## config.mk

```make
export PLATFORM = sky130hd
export DESIGN_NAME = pulse_meter_flat
export DESIGN_NICKNAME = d
export VERILOG_FILES = /design/src/rtl/pulse_meter_pkg.sv /design/src/rtl/pulse_meter_if.sv /design/src/rtl/pulse_meter_tx.sv /design/src/rtl/pulse_meter.sv /design/src/flat_wrapper.sv
export SDC_FILE = /design/constraint.sdc
export NUM_CORES = 1
export LEC_CHECK = 0
export ABC_AREA = 1
export CAP_MARGIN = 10
export CORE_MARGIN = 5
export CORE_UTILIZATION = 25
export CTS_CLUSTER_SIZE = 25
export DETAILED_ROUTE_END_ITERATION = 10
export SYNTH_ARGS = -nofsm -noshare
export SYNTH_HDL_FRONTEND = slang
export SYNTH_SLANG_ARGS = --single-unit
```

## constraint.sdc

```tcl
create_clock -name clock -period 1 [get_ports clock]
set_input_delay 0.25 -clock clock [delete_from_list [all_inputs] [get_ports clock]]
set_output_delay 0.25 -clock clock [all_outputs]
set_load 0.05 [all_outputs]
```

## src/rtl/pulse_meter_pkg.sv

```systemverilog
// Shared types and helpers for the pulse width meter.
package pulse_meter_pkg;

    localparam int PM_W_DEFAULT = 8;

    typedef enum logic [0:0] {
        M_WAIT,
        M_CNT
    } meas_state_t;

    typedef enum logic [1:0] {
        O_IDLE,
        O_OFFER,
        O_RELEASE
    } out_state_t;

    // Saturating increment; callers size-cast the result back to the counter width.
    function automatic logic [31:0] sat_inc(input logic [31:0] count, input logic [31:0] max_val);
        return (count >= max_val) ? max_val : count + 32'd1;
    endfunction

endpackage

```

## src/rtl/pulse_meter_if.sv

```systemverilog
// Result handshake between the pulse meter and its consumer.
// The ovf flag is present only when PULSE_METER_OVF_EN is defined.
interface pulse_meter_if
    import pulse_meter_pkg::*;
#(
    parameter int W = PM_W_DEFAULT
);

    logic         rfd;
    logic         dav_;
    logic [W-1:0] z;
    logic         lost;
`ifdef PULSE_METER_OVF_EN
    logic         ovf;

    modport master (input rfd, output dav_, output z, output lost, output ovf);
    modport slave  (output rfd, input dav_, input z, input lost, input ovf);
`else
    modport master (input rfd, output dav_, output z, output lost);
    modport slave  (output rfd, input dav_, input z, input lost);
`endif

endinterface

```

## src/rtl/pulse_meter_tx.sv

```systemverilog
// Pending-result register plus the dav_/rfd output handshake FSM.
//
//   state      | meaning
//   O_IDLE     | nothing offered; loads z from pend when pend_v is set
//   O_OFFER    | dav_=0, holding z until the consumer drops rfd
//   O_RELEASE  | dav_=1, waiting for rfd to return high
module pulse_meter_tx
    import pulse_meter_pkg::*;
#(
    parameter int DW = PM_W_DEFAULT
) (
    input  logic          clock,
    input  logic          reset,
    input  logic          push,
    input  logic [DW-1:0] data,
    input  logic          rfd,
    output logic          dav_,
    output logic [DW-1:0] z,
    output logic          lost
);

    out_state_t    state, state_nxt;
    logic [DW-1:0] pend, pend_nxt;
    logic          pend_v, pend_v_nxt;
    logic [DW-1:0] z_nxt;
    logic          dav_nxt;
    logic          lost_nxt;
    logic          consume;

    always_ff @(posedge clock) begin
        if (reset) begin
            state  <= O_IDLE;
            pend   <= '0;
            pend_v <= 1'b0;
            z      <= '0;
            dav_   <= 1'b1;
            lost   <= 1'b0;
        end else begin
            state  <= state_nxt;
            pend   <= pend_nxt;
            pend_v <= pend_v_nxt;
            z      <= z_nxt;
            dav_   <= dav_nxt;
            lost   <= lost_nxt;
        end
    end

    always_comb begin
        state_nxt  = state;
        pend_nxt   = pend;
        pend_v_nxt = pend_v;
        z_nxt      = z;
        dav_nxt    = dav_;
        lost_nxt   = lost;
        consume    = 1'b0;

        case (state)
            O_IDLE: begin
                if (pend_v) begin
                    z_nxt     = pend;
                    dav_nxt   = 1'b0;
                    consume   = 1'b1;
                    state_nxt = O_OFFER;
                end
            end
            O_OFFER: begin
                if (!rfd) begin
                    dav_nxt   = 1'b1;
                    state_nxt = O_RELEASE;
                end
            end
            O_RELEASE: begin
                if (rfd) begin
                    state_nxt = O_IDLE;
                end
            end
            default: state_nxt = O_IDLE;
        endcase

        if (consume) begin
            pend_v_nxt = 1'b0;
        end

        // A push landing on the same edge that empties pend refills it without loss.
        if (push) begin
            if (!pend_v || consume) begin
                pend_nxt   = data;
                pend_v_nxt = 1'b1;
            end else begin
                lost_nxt = 1'b1;
            end
        end
    end

endmodule

```

## src/rtl/pulse_meter.sv

```systemverilog
// Measures high-pulse widths on `in` and hands each width to a consumer.
// Define PULSE_METER_OVF_EN to add the ovf saturation flag to the result.
//
//   state   | meaning
//   M_WAIT  | input low, waiting for a pulse to start
//   M_CNT   | input high, counting edges (saturating)
module pulse_meter
    import pulse_meter_pkg::*;
#(
    parameter int W = PM_W_DEFAULT
) (
    input  logic          clock,
    input  logic          reset,
    input  logic          in,
    pulse_meter_if.master bus
);

    localparam logic [W-1:0] CNT_MAX = '1;
`ifdef PULSE_METER_OVF_EN
    localparam int DW = W + 1;
`else
    localparam int DW = W;
`endif

    meas_state_t   state, state_nxt;
    logic [W-1:0]  count, count_nxt;
    logic          push;
    logic [DW-1:0] data;
    logic [DW-1:0] tx_z;
`ifdef PULSE_METER_OVF_EN
    logic          sat, sat_nxt;
`endif

    always_ff @(posedge clock) begin
        if (reset) begin
            state <= M_WAIT;
            count <= '0;
`ifdef PULSE_METER_OVF_EN
            sat   <= 1'b0;
`endif
        end else begin
            state <= state_nxt;
            count <= count_nxt;
`ifdef PULSE_METER_OVF_EN
            sat   <= sat_nxt;
`endif
        end
    end

    always_comb begin
        state_nxt = state;
        count_nxt = count;
        push      = 1'b0;
`ifdef PULSE_METER_OVF_EN
        sat_nxt   = sat;
`endif

        case (state)
            M_WAIT: begin
                if (in) begin
                    count_nxt = W'(1);
                    state_nxt = M_CNT;
`ifdef PULSE_METER_OVF_EN
                    sat_nxt   = 1'b0;
`endif
                end
            end
            M_CNT: begin
                if (in) begin
                    count_nxt = W'(sat_inc(32'(count), 32'(CNT_MAX)));
`ifdef PULSE_METER_OVF_EN
                    // Another high edge while already at max means the true width exceeded it.
                    sat_nxt   = sat | (count == CNT_MAX);
`endif
                end else begin
                    push      = 1'b1;
                    state_nxt = M_WAIT;
                end
            end
            default: state_nxt = M_WAIT;
        endcase
    end

`ifdef PULSE_METER_OVF_EN
    assign data    = {sat, count};
    assign bus.z   = tx_z[W-1:0];
    assign bus.ovf = tx_z[W];
`else
    assign data    = count;
    assign bus.z   = tx_z;
`endif

    pulse_meter_tx #(
        .DW(DW)
    ) u_tx (
        .clock (clock),
        .reset (reset),
        .push  (push),
        .data  (data),
        .rfd   (bus.rfd),
        .dav_  (bus.dav_),
        .z     (tx_z),
        .lost  (bus.lost)
    );

endmodule

```

## src/flat_wrapper.sv

```systemverilog
// flat-port wrapper written by rule: the top's interface ports become plain ports
module pulse_meter_flat import pulse_meter_pkg::*;
#(
    parameter int W = PM_W_DEFAULT
)
  (clock, reset, in, bus_rfd, bus_dav_, bus_z, bus_lost);
  pulse_meter_if #(.W(W)) bus_i ();
  input  logic clock;
  input  logic reset;
  input  logic in;
  input wire logic [$bits(bus_i.rfd)-1:0] bus_rfd;
  output wire logic [$bits(bus_i.dav_)-1:0] bus_dav_;
  output wire logic [$bits(bus_i.z)-1:0] bus_z;
  output wire logic [$bits(bus_i.lost)-1:0] bus_lost;
  assign bus_i.rfd = bus_rfd;
  assign bus_dav_ = bus_i.dav_;
  assign bus_z = bus_i.z;
  assign bus_lost = bus_i.lost;
  pulse_meter #(.W(W)) u_core (.clock(clock), .reset(reset), .in(in), .bus(bus_i));
endmodule
```

==> out/metrics.cfg <==
[outcome]
status = finished with violations
violations = negative setup slack

[global_routing]
grtUsageTotal_pct = 9.79
grt_pass1_wl_um = 5020
grt_max_degree = 12
grt_antenna_before_repair = 0
grt_overflow_total = 0
grt_pass1_vias = 1149

[floorplanning]
row_count = 26
die_w_um = 81.6
dieArea_mm2 = 0.00666
die_h_um = 81.6
io_pins = 14
initial_core_util_pct = 25.4
coreArea_mm2 = 0.00504

[sta]
setup_tns_ns = -1.75
rsz0062_at_grt = yes
hold_viol = 0
worst_slew_pin_slew_ns = 0.218
setup_slack_ns = -0.126
finalCriticalPeriod_ns = 1.13
finalCritPeriodShare_pct = 113
final-max-slew-violation-count = 0
fin_skew_ns = 0.00648
slew_headroom_pct = 85.4
finalSetupViolCount = 28
fmax_mhz = 888

[layout]
layoutNonFillerInstCount = 279
n_antenna_cell = 0
final_cell_mix = 28 x nand2_1, 24 x nor2_1, 21 x buf_4, 15 x dfxtp_1
final_common_cell = nand2_1
drive_above_1_share_pct = 48.8
final_nets = 213
areaGrowthSynthToFinish_pct = 59.9
fill_cells = 504
seqCellArea_um2 = 632
multi_input_comb_area_um2 = 709

[clocking]
htreeDepth = 2
cts.path.max_buffers = 2
clk_pin_slew_ns = 0.07
cts.sinks = 30
cts_root_buffer = clkbuf_8
cts_inserted_buffers = 5
tritoncts = built
clk_latency_ns = 0.29

[drt]
antenna_left = 0
firstDrtPassIters = 4
drt-vias-per-instance = 4.22
routed-via-count = 1177
drt-total-wl_um = 2800
drt_iter0_drc = 48
wl_per_cell_um = 10.0
drc = 0

[hold_path]
hold_class = primary input to flip-flop

[run]
cap_violations = 0

[yosys]
syn_area_mm2 = 0.00128
seq_area_frac_synth_pct = 46.8
synth_nets = 171
ys_warn_count = 0
avgSynthCellArea_um2 = 7.73
ys_ff_latch = 30
synthDistinctLibCells = 21
netlist_instances = 166

[power_and_ir_drop]
ir_drop_uv = 515
leakagePower_uw = 0.000837
p_per_area_mw_per_mm2 = 1270

[critical_path]
end_kind = flip-flop
crit_path_max_fanout = 8
cp.required_ns = 1.23
crit_type = flip-flop to flip-flop
arrival_ns = 1.36
startpoint_type = flip-flop

[placement]
portBuffers = 13
dp.cells = 268
dp.final_hpwl_um = 2070
gp_congestion = 0.797

==> cell type report <==
type                       count  share of cell area, %
clock buffer                   6                   4.03
clock inverter                 2                  0.549
inverter                      16                   3.29
multi-input combinational    116                   34.6
sequential                    30                   30.8
tap                           70                   4.27
timing repair buffer          39                   22.5
==> per-stage QoR <==
stage                     worst slack (ns)  power (uW)  hold WS, ns  util (%)  instance area, um^2
final                               -0.126        2610        0.469      40.7                 2050
after global routing                -0.212        2740        0.501      40.7                 2050
after CTS                           -0.128        2630        0.458      38.8                 1960
after detailed placement            -0.443        1580        0.486      35.8                 1800
after global placement              -0.435        1580        0.480      35.8                 1800
after floorplan                    -0.0489        1430        0.327         -                 1310
==> routing by layer <==
| metal | share of wire (%) | up-vias | GRT usage, % |
|---|---|---|---|
| met5 | 0 | - | 0 |
| met4 | 2.4 | 0 | 4.98 |
| met3 | 5.7 | 7 | 4.39 |
| met2 | 43 | 22 | 13.9 |
| met1 | 49 | 522 | 12.4 |
| li1 | - | 626 | - |
==> Yosys cell counts <==
cell type | instances | area share [%]
a21oi_1 | 9 | 3.5
a21oi_2 | 6 | 4.1
a31oi_1 | 2 | 0.98
buf_1 | 1 | 0.29
buf_2 | 2 | 0.78
buf_6 | 1 | 0.88
dfxtp_1 | 30 | 47
ha_1 | 1 | 0.98
inv_1 | 12 | 3.5
inv_2 | 4 | 1.2
nand2_1 | 29 | 8.5
nand2_2 | 1 | 0.49
nand2_4 | 2 | 1.8
nand3_1 | 8 | 3.1
nor2_1 | 29 | 8.5
nor2_4 | 2 | 1.8
nor2_8 | 1 | 1.6
nor3_1 | 1 | 0.39
o21ai_0 | 8 | 3.1
o21ai_1 | 13 | 5.1
o21ai_2 | 4 | 2.7
==> cell families after synthesis <==
group,Yosys count,synth area share (%)
AND/OR/NAND/NOR,73,26.0
buffers and inverters,20,6.63
AO/OA/AOI/OAI,42,19.5
adder cells (fa/ha/maj),1,0.975
flip-flops,30,46.8
==> critical path, stage by stage, from the launching register on <==
cell,delay (ns)
dfxtp_4,0.37
o21ai_4,0.16
inv_2,0.08
nor2_8,0.17
buf_12,0.15
o21ai_2,0.05
nor2_1,0.09
==> registers in the layout (all words and copies together), names as in the netlist <==
register	count
u_core.u_tx.lost	1
u_core.u_tx.state	2
u_core.u_tx.z	8
u_core.u_tx.pend	8
u_core.u_tx.dav_	1
u_core.count	8
u_core.state	1
u_core.u_tx.pend_v	1
==> power by group <==
part	total, uW	internal (uW)	leakage [uW]	switching (uW)
Clock	1030	554	0.0000515	473
Combinational	317	156	0.000534	161
Sequential	1270	1230	0.000251	42.5
Total	2610	1940	0.000837	677
==> worst paths after layout <==
path,slack (ns),startpoint,endpoint,depth (start not counted)
max reg2reg,-0.13,u_core.u_tx.state[1],u_core.u_tx.pend[2],6
min,0.47,in,u_core.count[6],4
max,-0.13,u_core.u_tx.state[1],u_core.u_tx.pend[2],6
min reg2reg,0.49,u_core.count[0],u_core.count[0],1
==> what timing repair did <==
item | CTS | global route
pin swaps | 12 | 5
buffers inserted | 3 | 0
hold buffers | 0 | 0
endpoints found under the setup margin | 36 | 37
resized for setup | 22 | 27
Note: power is estimated with default switching activity, not from simulation.
